[config.mk]
export PLATFORM = sky130hd
export DESIGN_NAME = mole_game_fsm_flat
export DESIGN_NICKNAME = d
export VERILOG_FILES = /design/src/rtl/mole_game_fsm_if.sv /design/src/rtl/mole_game_fsm.sv /design/src/flat_wrapper.sv
export SDC_FILE = /design/constraint.sdc
export NUM_CORES = 1
export LEC_CHECK = 0
export ABC_AREA = 1
export CORE_ASPECT_RATIO = 0.75
export CORE_MARGIN = 3
export CORE_UTILIZATION = 57
export CTS_CLUSTER_SIZE = 8
export DETAILED_ROUTE_END_ITERATION = 10
export PLACE_DENSITY = 0.79
export REMOVE_ABC_BUFFERS = 1
export SLEW_MARGIN = 20
export SYNTH_ARGS = -nofsm -noshare
export SYNTH_HDL_FRONTEND = slang
export SYNTH_SLANG_ARGS = --single-unit
[constraint.sdc]
create_clock -name clk -period 2.84 [get_ports clk]
set_clock_uncertainty 0.2 [all_clocks]
set_input_delay 0.284 -clock clk [delete_from_list [all_inputs] [get_ports clk]]
set_output_delay 0.284 -clock clk [all_outputs]
set_load 0.05 [all_outputs]
[src/rtl/mole_game_fsm_if.sv]
// Signal bundle between the whack-a-mole control FSM and its board/timer side.
// master drives switches and remaining time; slave (the FSM) drives display and score.
interface mole_game_fsm_if;
    logic [15:0] sw;
    logic [7:0]  time_left;
    logic [15:0] LED;
    logic [7:0]  score_count;
    logic        hit_pulse;
    logic        game_over;

    modport master (
        output sw,
        output time_left,
        input  LED,
        input  score_count,
        input  hit_pulse,
        input  game_over
    );

    modport slave (
        input  sw,
        input  time_left,
        output LED,
        output score_count,
        output hit_pulse,
        output game_over
    );
endinterface

[src/rtl/mole_game_fsm.sv]
// Whack-a-mole game controller: lights one pseudo-random LED (the mole),
// scores a hit when the matching switch toggles, flashes all LEDs on a hit,
// and stops in OVER once the game timer reaches zero.
module mole_game_fsm #(
    parameter int unsigned MOLE_CYCLES = 100_000_000,
    parameter int unsigned GAP_CYCLES  = 25_000_000,
    parameter int unsigned HIT_CYCLES  = 10_000_000,
    parameter int unsigned SCORE_MAX   = 99,
    parameter logic [15:0] LFSR_SEED   = 16'hACE1
) (
    input logic            clk,
    input logic            reset,
    mole_game_fsm_if.slave bus
);
    localparam int unsigned CW = 27;
    localparam logic [CW-1:0] MOLE_LOAD = CW'(MOLE_CYCLES - 1);
    localparam logic [CW-1:0] GAP_LOAD  = CW'(GAP_CYCLES - 1);
    localparam logic [CW-1:0] HIT_LOAD  = CW'(HIT_CYCLES - 1);
    localparam logic [7:0]    SCORE_LIM = 8'(SCORE_MAX);
    localparam logic [15:0]   LFSR_TAPS = 16'hB400;

    typedef enum logic [2:0] {IDLE, GAP, SHOW, HIT, OVER} state_t;

    state_t        state, state_nx;
    logic [15:0]   sync1, sync2, prev, toggle;
    logic [15:0]   lfsr;
    logic [CW-1:0] cnt, cnt_nx;
    logic [3:0]    mole_idx, mole_nx, cand;
    logic [7:0]    score, score_nx;
    logic          hit_nx;
    logic [15:0]   led, led_nx;
    logic          over;

    assign toggle           = sync2 ^ prev;
    assign bus.LED          = led;
    assign bus.score_count  = score;
    assign bus.game_over    = over;

    // Two-flop synchronizer for the switches plus a history register for edge detection.
    always_ff @(posedge clk or negedge reset) begin
        if (!reset) begin
            sync1 <= '0;
            sync2 <= '0;
            prev  <= '0;
        end else begin
            sync1 <= bus.sw;
            sync2 <= sync1;
            prev  <= sync2;
        end
    end

    // Free-running Galois LFSR; advances every cycle regardless of state.
    always_ff @(posedge clk or negedge reset) begin
        if (!reset) lfsr <= LFSR_SEED;
        else        lfsr <= lfsr[0] ? ((lfsr >> 1) ^ LFSR_TAPS) : (lfsr >> 1);
    end

    // Candidate next mole, bumped by one so the same index never shows twice in a row.
    always_comb begin
        cand = lfsr[3:0];
        if (cand == mole_idx) cand = cand + 4'd1;
    end

    // Next-state, counter, score and registered-output values.
    always_comb begin
        state_nx = state;
        cnt_nx   = (cnt != '0) ? cnt - CW'(1) : cnt;
        mole_nx  = mole_idx;
        score_nx = score;
        hit_nx   = 1'b0;
        case (state)
            IDLE: begin
                if (bus.time_left != '0) begin
                    state_nx = GAP;
                    cnt_nx   = GAP_LOAD;
                end
            end
            GAP: begin
                if (bus.time_left == '0) begin
                    state_nx = OVER;
                end else if (cnt == '0) begin
                    state_nx = SHOW;
                    cnt_nx   = MOLE_LOAD;
                    mole_nx  = cand;
                end
            end
            SHOW: begin
                if (bus.time_left == '0) begin
                    state_nx = OVER;
                end else if (toggle[mole_idx]) begin
                    state_nx = HIT;
                    cnt_nx   = HIT_LOAD;
                    hit_nx   = 1'b1;
                    if (score < SCORE_LIM) score_nx = score + 8'd1;
                end else if (toggle != '0 || cnt == '0) begin
                    state_nx = GAP;
                    cnt_nx   = GAP_LOAD;
                end
            end
            HIT: begin
                if (bus.time_left == '0) begin
                    state_nx = OVER;
                end else if (cnt == '0) begin
                    state_nx = GAP;
                    cnt_nx   = GAP_LOAD;
                end
            end
            OVER:    state_nx = OVER;
            default: state_nx = IDLE;
        endcase

        case (state_nx)
            SHOW:    led_nx = 16'h1 << mole_nx;
            HIT:     led_nx = '1;
            default: led_nx = '0;
        endcase
    end

    // State, counter and registered outputs.
    always_ff @(posedge clk or negedge reset) begin
        if (!reset) begin
            state         <= IDLE;
            cnt           <= '0;
            mole_idx      <= 4'hF;
            score         <= '0;
            led           <= '0;
            bus.hit_pulse <= 1'b0;
            over          <= 1'b0;
        end else begin
            state         <= state_nx;
            cnt           <= cnt_nx;
            mole_idx      <= mole_nx;
            score         <= score_nx;
            led           <= led_nx;
            bus.hit_pulse <= hit_nx;
            over          <= (state_nx == OVER);
        end
    end
endmodule

[src/flat_wrapper.sv]
// flat-port wrapper written by rule: the top's interface ports become plain ports
module mole_game_fsm_flat 
#(
    parameter int unsigned MOLE_CYCLES = 100_000_000,
    parameter int unsigned GAP_CYCLES  = 25_000_000,
    parameter int unsigned HIT_CYCLES  = 10_000_000,
    parameter int unsigned SCORE_MAX   = 99,
    parameter logic [15:0] LFSR_SEED   = 16'hACE1
)
  (clk, reset, bus_sw, bus_time_left, bus_LED, bus_score_count, bus_hit_pulse, bus_game_over);
  mole_game_fsm_if bus_i ();
  input logic clk;
  input logic reset;
  input wire logic [$bits(bus_i.sw)-1:0] bus_sw;
  input wire logic [$bits(bus_i.time_left)-1:0] bus_time_left;
  output wire logic [$bits(bus_i.LED)-1:0] bus_LED;
  output wire logic [$bits(bus_i.score_count)-1:0] bus_score_count;
  output wire logic [$bits(bus_i.hit_pulse)-1:0] bus_hit_pulse;
  output wire logic [$bits(bus_i.game_over)-1:0] bus_game_over;
  assign bus_i.sw = bus_sw;
  assign bus_i.time_left = bus_time_left;
  assign bus_LED = bus_i.LED;
  assign bus_score_count = bus_i.score_count;
  assign bus_hit_pulse = bus_i.hit_pulse;
  assign bus_game_over = bus_i.game_over;
  mole_game_fsm #(.MOLE_CYCLES(MOLE_CYCLES), .GAP_CYCLES(GAP_CYCLES), .HIT_CYCLES(HIT_CYCLES), .SCORE_MAX(SCORE_MAX), .LFSR_SEED(LFSR_SEED)) u_core (.clk(clk), .reset(reset), .bus(bus_i));
endmodule
==> results by stage <==
Floorplan:
- The total area inside the core boundary comes to 0.00927 mm^2.
- The number of placement rows is 30.
- The die covers 0.0110 mm^2.
- The height of the die is 91.5 um.
- For this configuration, the core starts out at a cell density of 59.9%.
- The die outline width is 120 um.
- The I/O pin count is 52.

Synthesis:
- The area fraction of the dominant cell type after synthesis is 50.4%.
- The number of flops mapped to enable cells by yosys is 0.
- The number of register bits inferred by synthesis is 124.
- The total number of yosys warnings is 0.
- The sequential element share of the synthesized area is 56.1%.
- The library cell with the largest summed area after synthesis is sky130_fd_sc_hd__dfrtp_1.
- The post-synthesis average cell area is 9.15 um^2.
- The primary flip-flop cell chosen by synthesis mapping is sky130_fd_sc_hd__dfrtp_1.
- The number of different library cells used by synthesis comes to 42.
- Sorting the synthesized cells by area gives the leading types as sky130_fd_sc_hd__dfrtp_1 (50%), sky130_fd_sc_hd__nand2_1 (9.2%), sky130_fd_sc_hd__nor2_1 (5.9%).
- The mapped netlist covers 0.00556 mm^2.
- Synthesis produced a netlist whose cell count is 607.
- The async set-or-reset flop fraction in the synthesized netlist is 100%.

Setup path:
- The capturing element type of the critical path is a flip-flop.
- Data on the critical path is required at its endpoint by 2.98 ns.
- The arrival time of data at the critical path endpoint is 2.77 ns.
- The critical path is of the flip-flop to flip-flop type.
- In this run the worst setup path begins at u_core.cnt[0].
- The launching element type of the critical path is a flip-flop.
- The largest fanout on the critical path is 10.
- The startpoint identified for the worst register-to-register timing path is u_core.cnt[0].

Cells and area:
- In the final layout, the multi-input gates occupy 0.00219 mm^2.
- The most common cell after layout, fill and taps aside is sky130_fd_sc_hd__nand2_1.
- The relative area change from synthesis to final layout is 23.6%.
- The final net count is 704.
- The area of all placed cells without fillers is 0.00687 mm^2.
- 0 antenna diodes ended up in the layout.
- The post-route netlist has 13.8% of its cells at a drive strength greater than 1.
- The sequential cell area in the final layout is 0.00312 mm^2.
- Cells fill 74.0% of the core in the end.
- Once layout is complete, the cells apart from fillers number 815.
- Fill cells in the final layout number 659.
- In the layout the commonest cells are sky130_fd_sc_hd__nand2_1 (136), sky130_fd_sc_hd__dfrtp_1 (112), sky130_fd_sc_hd__nor2_1 (86).

STA:
- Setup total negative slack on the finished layout was measured at 0 ns.
- The highest clock rate is 380 MHz.
- The worst pin sits at a relative slew slack of 60.4%.
- After layout, the minimum clock period comes to 2.63 ns.
- The max-slew violation count is 0.
- For the pin with the worst max-slew slack, the measured transition is 0.591 ns.
- Setup repair after global routing left no endpoint under its margin.
- The final worst-path cycle share is 92.7%.
- The final count of negative-setup-slack endpoints is 0.
- The final number of hold-violating endpoints is 0.

Clock network:
- The cell chosen for the clock root is sky130_fd_sc_hd__clkbuf_16.
- The maximum buffer depth of the clock tree is 2.
- Clock-pin slew was measured on the worst setup and hold paths at 0.06 ns.
- At the later pin of the worst-skew pair, clock insertion delay measures 0.42 ns.
- The clock tree synthesis step divided the H-tree into 4 levels.
- The sink count of the clock tree is 124.
- TritonCTS built the clock tree.
- The count of buffers added by post-CTS timing repair for setup is 0.
- The total CTS buffers is 17.

Drt:
- The number of DRC markers in iteration 0 is 433.
- The detailed router placed 4355 vias in this run.
- The number of nets with antenna violations after routing is 0.
- After detailed routing, the average wire length per cell comes to 15.6 um.
- The per-cell via count in the routed design is 5.34.
- The number of remaining DRC errors is 0.
- The total detailed-routing wirelength is 12700 um.
- The first detailed-routing pass took 7 iterations.

Power and ir drop:
- The analysis attributes to cell leakage a power of 3.24 nW.
- In this run the power density over the cells is 678 mW/mm^2.
- The largest voltage drop on the vdd net is 447 uV.

Global routing:
- The initial antenna violation count is 0.
- The first global-routing pass estimated 21900 um of wire.
- Global routing used 25.1% of the available tracks across all layers.
- The total overflow left after global routing is 0.
- Entering global routing, the biggest net connects 76 pins.
- The number of global-route vias before repair came to 4496.

Place:
- The number of buffer cells added on primary ports is 51.
- The HPWL after detailed placement is 8420 um.
- The post-placement cell area is 0.00621 mm^2.
- Routability-driven placement finished with a final weighted congestion of 0.900.
- The cell count after placement is 782.

Run:
- Across the run, the number of max-cap violations was 0.

Status:
- The run finished with clean final reports.

Hold path:
- The path class of the tightest hold or removal check is input port to asynchronous set/reset pin.
layout make-up:
type,instances,share of cell area [%]
Clock buffer,17,6.20
Clock inverter,15,2.95
Tap cell,128,2.33
Timing Repair Buffer,56,8.16
Multi-Input combinational cell,420,31.9
Inverter,55,3.03
Sequential cell,124,45.4
cell usage after synthesis, types with 3 or more instances:
library cell	instances
sky130_fd_sc_hd__or2_2	5
sky130_fd_sc_hd__nor2_2	7
sky130_fd_sc_hd__nor2_1	88
sky130_fd_sc_hd__ha_1	4
sky130_fd_sc_hd__nand2_1	136
sky130_fd_sc_hd__buf_2	4
sky130_fd_sc_hd__xnor2_1	6
sky130_fd_sc_hd__inv_1	47
sky130_fd_sc_hd__a21oi_1	3
sky130_fd_sc_hd__dfstp_2	12
sky130_fd_sc_hd__xor2_1	30
sky130_fd_sc_hd__o21ai_0	18
sky130_fd_sc_hd__nand2_4	3
sky130_fd_sc_hd__o21ai_1	3
sky130_fd_sc_hd__o21ai_2	10
sky130_fd_sc_hd__nor2_4	3
sky130_fd_sc_hd__nand3_1	61
sky130_fd_sc_hd__inv_2	6
sky130_fd_sc_hd__nand4_1	10
sky130_fd_sc_hd__nor4_1	4
sky130_fd_sc_hd__dfrtp_1	112
sky130_fd_sc_hd__nor3_1	11
sky130_fd_sc_hd__nand2_2	4
logic make-up (layout without fill, tap and decap cells):
group           after synthesis  count (layout)  synth area share (%)
buf+inv                      63             143                  4.84
compound gates               42              42                  5.00
flops                       124             124                  56.1
simple gates                338             338                  27.5
fa+ha+maj                     4               4                 0.901
xor+xnor                     36              36                  5.67
final timing paths:
kind / end / cells after the start / slack (ns)
setup / recovery: u_core.bus.LED[9] / 12 / 0.21
hold / removal: u_core.sync1[10] / 2 / 0.05
setup reg to reg: u_core.bus.LED[9] / 12 / 0.21
hold reg to reg: u_core.sync2[5] / 0 / 0.15
max in group asynchronous: u_core.cnt[12] / 3 / 1.67
min in group clk: u_core.sync1[13] / 1 / 0.10
sequential cells by signal (all words and copies together), names as in the netlist:
| signal | flops |
|---|---|
| u_core.bus.LED | 16 |
| u_core.bus.game_over | 1 |
| u_core.bus.hit_pulse | 1 |
| u_core.bus.score_count | 8 |
| u_core.cnt | 27 |
| u_core.lfsr | 16 |
| u_core.mole_idx | 4 |
| u_core.prev | 16 |
| u_core.state | 3 |
| u_core.sync1 | 16 |
| u_core.sync2 | 16 |
layer usage:
layer	vias up	GRT usage (%)	wire [um]
met5	-	0	0
li1	2089	-	-
met1	2077	35.8	5690
met2	177	38.0	5780
met3	12	6.79	1090
met4	0	7.44	131
what timing repair did:
item                       in CTS  in global routing
setup endpoints to repair       0                  8
resized for setup               0                  4
hold buffers                    1                  0
hold endpoints to repair      112                  0
power breakdown:
part / switching (mW) / total, mW / leakage (nW) / internal [mW]
sequential: 0.0803 / 1.93 / 1.49 / 1.85
combinational: 0.276 / 0.440 / 1.44 / 0.163
clock: 0.868 / 2.29 / 0.308 / 1.42
total: 1.22 / 4.66 / 3.24 / 3.43
through the flow:
| stage | worst slack (ns) | hold slack, ns | power, mW |
|---|---|---|---|
| floorplan | 0.527 | -0.212 | 2.22 |
| global placement | 0.298 | -0.0770 | 2.36 |
| detailed placement | 0.133 | -0.0733 | 2.38 |
| CTS | 0.108 | 0.0377 | 4.67 |
| global route | 0.00260 | 0.0534 | 4.85 |
| finish | 0.207 | 0.0473 | 4.66 |
critical path, cell delays in order, from the launching register on:
cell                      delay, ns
sky130_fd_sc_hd__dfrtp_1       0.38
sky130_fd_sc_hd__inv_1         0.11
sky130_fd_sc_hd__ha_1          0.25
sky130_fd_sc_hd__nand2_2       0.13
sky130_fd_sc_hd__nor2_2        0.23
sky130_fd_sc_hd__nand2_1       0.13
sky130_fd_sc_hd__nor2_2        0.17
sky130_fd_sc_hd__nand4_4       0.18
sky130_fd_sc_hd__nand2_1       0.14
sky130_fd_sc_hd__nand2_2       0.16
sky130_fd_sc_hd__inv_2         0.18
sky130_fd_sc_hd__nand3_1       0.13
sky130_fd_sc_hd__o21ai_2       0.16
Note: power is estimated with default switching activity, not from simulation.
==> edit 1: new RTL, same settings <==
Re-encode `state_t` (5 states) as one-hot, 5 bits wide.
--- a/src/rtl/mole_game_fsm.sv
+++ b/src/rtl/mole_game_fsm.sv
@@ -19,7 +19,7 @@
     localparam logic [7:0]    SCORE_LIM = 8'(SCORE_MAX);
     localparam logic [15:0]   LFSR_TAPS = 16'hB400;
 
-    typedef enum logic [2:0] {IDLE, GAP, SHOW, HIT, OVER} state_t;
+    typedef enum logic [4:0] {IDLE = 5'b00001, GAP = 5'b00010, SHOW = 5'b00100, HIT = 5'b01000, OVER = 5'b10000} state_t;
 
     state_t        state, state_nx;
     logic [15:0]   sync1, sync2, prev, toggle;
Behaviour: no difference found for any inputs over 10 cycles, from zero or initial values and one cycle with reset low; not proved beyond that.
==> edit 1 against the original RTL <==
  * Worst setup slack better by 0.029 ns
  * Critical path type unchanged
  * Clock power shrank 2%
  * Synthesized area rose by 7.3%
  * Wire length rose by 12%
  * Final cell count up 15%
  * Die area increased by 6.9%
  * Largest power group unchanged
  * Core utilization shrank 0.61 points
  * Power increased by 8.1%
  * Synthesized cell count rose by 19%
  * Sequential cell count increased by 2
  * Worst hold slack better by 0.054 ns
  * First-iteration DRC count grew 17%
  * Cell area increased by 6.2%
==> edit 1: results (changes against the original RTL) <==
Total Wirelength=14200 microns (+12%); sequential share of the synthesized area=0.532 (-0.0296); number of global-route vias before repair=5057 (+12%); Antenna diodes=0 (unchanged); clk_lat worst skew=0.42 ns (about the same); wire per inst=15.1 microns (-3.2%); crit-path max FO=6 (-4); DR iter-0 viols=506 (+17%); CP arrival=2.72 ns (-0.05 ns); DP Cell Count=906 (+16%); Pre-Repair DR Iteration Count=6 (-1); largest register by flop count=u_core.cnt; postcts setup bufs=0 (unchanged); worst hold path class=in2reg; Port Buffers=51 (unchanged); switching part of the total=0.294 (+0.0305); Via-to-Cell Ratio=5.35 (+0.15%); Synth warnings=0 (unchanged); IR drop worst, VDD=0.554 mV (+24%); ys async rst share=1.00 (unchanged); GRT overflow=0 (unchanged); HPWL Detailed=9870 microns (+17%); share of cells above drive strength 1=0.125 (-0.0131); largest net degree at the start of global routing=51 (-33%); Synth cell types=36 (-14%); status=finished clean; Worst-path clk slew=0.06 ns (about the same); DR DRC count=0 (unchanged); Lkg Pwr=3.63 nW (+12%); first-pass GRT wire length=23900 microns (+9.1%); Max clock buf depth=2 (unchanged); commonest cells in the netlist=226 x nand2_1, 113 x dfrtp_1, 84 x nor2_1, 77 x nand3_1, 67 x inv_1; pre-CTS setup slack=0.297 ns (+0.164 ns); Cells after Synth=722 (+19%); GR Util All Layers=0.264 (+0.0126); final net count=825 (+17%); ranking of synthesized cells by area=dfrtp_1 47%, nand2_1 14%, nand3_1 6.5%; hold_buf cts=1 (unchanged); Max transition margin=0.569 (-0.0347); # resized after CTS=0 (unchanged); Area after DPL=6670 sq um (+7.5%); max FFs per register=27 (unchanged); # fillers=714 (+8.3%); routability cong.=0.945 (+5.0%)
==> edit 1: through the flow <==
stage	total power [mW]	utilization
floorplan	2.53	-
global placement	2.77	0.672
detailed placement	2.80	0.672
CTS	5.05	0.734
global route	5.28	0.734
finish	5.04	0.734
==> edit 1: routing by layer <==
metal	vias up	share of wire	wire (microns)	GRT usage
li1	2419	-	-	-
met1	2354	0.45	6420	0.363
met2	224	0.45	6380	0.403
met3	28	0.082	1160	0.0844
met4	0	0.014	192	0.0793
met5	-	0	0	0
==> edit 1: power groups by stage <==
stage	sequential, mW	clock (mW)	combinational [mW]
5_1_grt	2.01	2.37	0.896
2_1_floorplan	2.00	0	0.530
3_5_place_dp	2.03	0	0.770
6_report	2.00	2.25	0.792
4_1_cts	2.00	2.27	0.782
3_3_place_gp	2.02	0	0.753
==> edit 1: worst paths after layout <==
path | startpoint | end | slack (ns) | cells after the start
hold reg to reg | u_core.sync1[3] | u_core.sync2[3] | 0.14 | 0
min in group asynchronous | reset | u_core.prev[10] | 0.24 | 2
setup / recovery | u_core.cnt[0] | u_core.cnt[5] | 0.24 | 14
max in group asynchronous | reset | u_core.lfsr[11] | 1.47 | 3
hold / removal | bus_sw[9] | u_core.sync1[9] | 0.10 | 1
setup reg to reg | u_core.cnt[0] | u_core.cnt[5] | 0.24 | 14
==> edit 1: worst max-delay path, cell delays in order, from the launching register on <==
cell     delay (ns)
dfrtp_1        0.44
inv_1          0.14
ha_1           0.16
inv_1          0.05
nor2_1         0.16
nand2_1        0.08
nor2_1         0.10
nand2_1        0.17
nand3_1        0.19
nand2_1        0.15
inv_1          0.10
nand2_1        0.08
nand2_1        0.24
inv_2          0.13
o21ai_0        0.11
==> edit 1: cells by family after synthesis <==
| kind of cell | share of synthesized area |
|---|---|
| buffers and inverters | 0.0607 |
| flip-flops | 0.532 |
| AND/OR/NAND/NOR | 0.324 |
| adder cells (fa/ha/maj) | 0.0105 |
| XOR/XNOR | 0.0426 |
| AO/OA/AOI/OAI | 0.0304 |
==> edit 1: area by class of cell <==
class	count	area share
timing repair buffer	62	0.0830
multi-input combinational	504	0.333
tap	132	0.0226
sequential	126	0.435
clock buffer	18	0.0589
inverter	83	0.0427
clock inverter	14	0.0247
==> edit 2: new RTL, config.mk and constraints unchanged <==
Made on the original files. `MOLE_CYCLES` is set to 100_000_000 in 2 places; all go to 75_000_000.
--- a/src/rtl/mole_game_fsm.sv
+++ b/src/rtl/mole_game_fsm.sv
@@ -2,7 +2,7 @@
 // scores a hit when the matching switch toggles, flashes all LEDs on a hit,
 // and stops in OVER once the game timer reaches zero.
 module mole_game_fsm #(
-    parameter int unsigned MOLE_CYCLES = 100_000_000,
+    parameter int unsigned MOLE_CYCLES = 75_000_000,
     parameter int unsigned GAP_CYCLES  = 25_000_000,
     parameter int unsigned HIT_CYCLES  = 10_000_000,
     parameter int unsigned SCORE_MAX   = 99,
--- a/src/flat_wrapper.sv
+++ b/src/flat_wrapper.sv
@@ -1,7 +1,7 @@
 // flat-port wrapper written by rule: the top's interface ports become plain ports
 module mole_game_fsm_flat 
 #(
-    parameter int unsigned MOLE_CYCLES = 100_000_000,
+    parameter int unsigned MOLE_CYCLES = 75_000_000,
     parameter int unsigned GAP_CYCLES  = 25_000_000,
     parameter int unsigned HIT_CYCLES  = 10_000_000,
     parameter int unsigned SCORE_MAX   = 99,
Behaviour: no difference found for any inputs over 10 cycles, from zero or initial values and one cycle with reset low; that may be too few to reach the edited logic, so the function may still have changed.
==> edit 2 against the original RTL <==
  * Sequential power rose by 5%
  * Synthesized area increased by 0.72%
  * Cell area hardly changed
  * Power is 3.8% higher
  * Sequential cell count stayed put
  * Wire length fell by 1.0%
  * Worst setup slack gained 0.23 ns
  * Synthesized cell count is 4.1% lower
  * Worst hold slack improved by 0.050 ns
  * Critical path type unchanged
  * Critical endpoint is now u_core.cnt[0]
==> edit 2: results (changes against the original RTL) <==
status=finished clean; HPWL Detailed=8480 microns (+0.63%); P_int=3.33 mW (-3.1%); Min Hold Slack=0.0969 ns (+0.0497 ns); worst slew pin tran=0.751 ns (+0.160 ns); hold depth=1; comb_multi_in=403 (-4.0%); cell count of the worst reg-to-reg path=10 (-2); largest net degree at the start of global routing=60 (-21%); Lkg Pwr=3.22 nW (-0.57%); commonest cells in the netlist=131 x nand2_1, 112 x dfrtp_1, 69 x nor2_1, 39 x nand3_1; Synth Area in XOR/XNOR=0.0689 (+0.0121); IR drop worst, VDD=0.396 mV (-12%); share of cells above drive strength 1=0.177 (+0.0392); critical path class=reg2reg; Port Buffers=51 (unchanged); DR iter-0 viols=397 (-8.3%); ranking of synthesized cells by area=dfrtp_1 50%, nand2_1 8.8%, dfstp_2 5.6%; Compound-Gate Fraction of Synth Area=0.0431 (-0.00684); Crit path largest cell delay=0.42 ns (+0.04 ns); Antenna diodes=0 (unchanged); worst hold path endpoint=u_core.sync1[10]; final net count=682 (-3.1%); Clock buf/inv share=0.0858 (-0.00571); CP arrival=2.49 ns (-0.28 ns); # fillers=643 (-2.4%); sequential share of the synthesized area=0.557 (-0.00401); core footprint=9310 sq um (+0.40%); nonclk inv count=50 (-9.1%); worst hold path class=in2reg; Max clock buf depth=2 (unchanged); utilization after layout=0.738 (-0.00245); detailed-route via count=4168 (-4.3%); synthesis-stage register bit count=124 (unchanged); crit-path leading delay family=adder cells; postcts setup bufs=0 (unchanged); buffering overhead=0.0816 (about the same); Register Area=3120 sq um (unchanged); Pre-Repair DR Iteration Count=5 (-2); CP max-delay cell=dfrtp_1; # resized after CTS=0 (unchanged); hold_buf cts=1 (unchanged); crit-path max FO=4 (-6); Synth Area in Adders=0.00894 (-0.0000644); Area after DPL=6270 sq um (+1.0%); Synth warnings=0 (unchanged); Synth cell types=42 (unchanged); Via-to-Cell Ratio=5.26 (-1.6%); pre-CTS setup slack=0.383 ns (+0.250 ns); Cells after Synth=582 (-4.1%); first-pass GRT wire length=20900 microns (-4.5%); Final Hold Viols=0 (unchanged); fin worst setup slack=0.438 ns (+0.231 ns); Total Wirelength=12600 microns (-1.0%); critical path capture point=u_core.cnt[0]; fraction of area in multi-input gates=0.328 (+0.00851); routability cong.=0.917 (+1.9%); DP Cell Count=760 (-2.8%); GR Util All Layers=0.245 (-0.00647)
[edit 2: changes by cell type after synthesis, moves of 5 or more]
| cell | delta |
|---|---|
| a21oi_1 | +16 |
| nand4_1 | -5 |
| nand2_2 | +9 |
| nand2_1 | -5 |
| inv_1 | -13 |
| inv_2 | +5 |
| nor2_1 | -19 |
| o21ai_2 | -10 |
| nor3_1 | -5 |
| nor2_4 | +11 |
| nand3_1 | -22 |
[edit 2: power by group through the flow]
stage	clock, mW	sequential, mW	combinational [mW]
floorplan	0	2.02	0.490
global placement	0	2.05	0.643
detailed placement	0	2.05	0.673
CTS	2.14	2.02	0.685
global route	2.23	2.04	0.780
finish	2.12	2.02	0.689
[edit 2: per-layer routing]
layer	share of wire	vias up	global-route usage
met5	0	-	0
met4	0.014	0	0.0774
met3	0.060	19	0.0691
met2	0.45	153	0.358
met1	0.48	2002	0.355
li1	-	1994	-
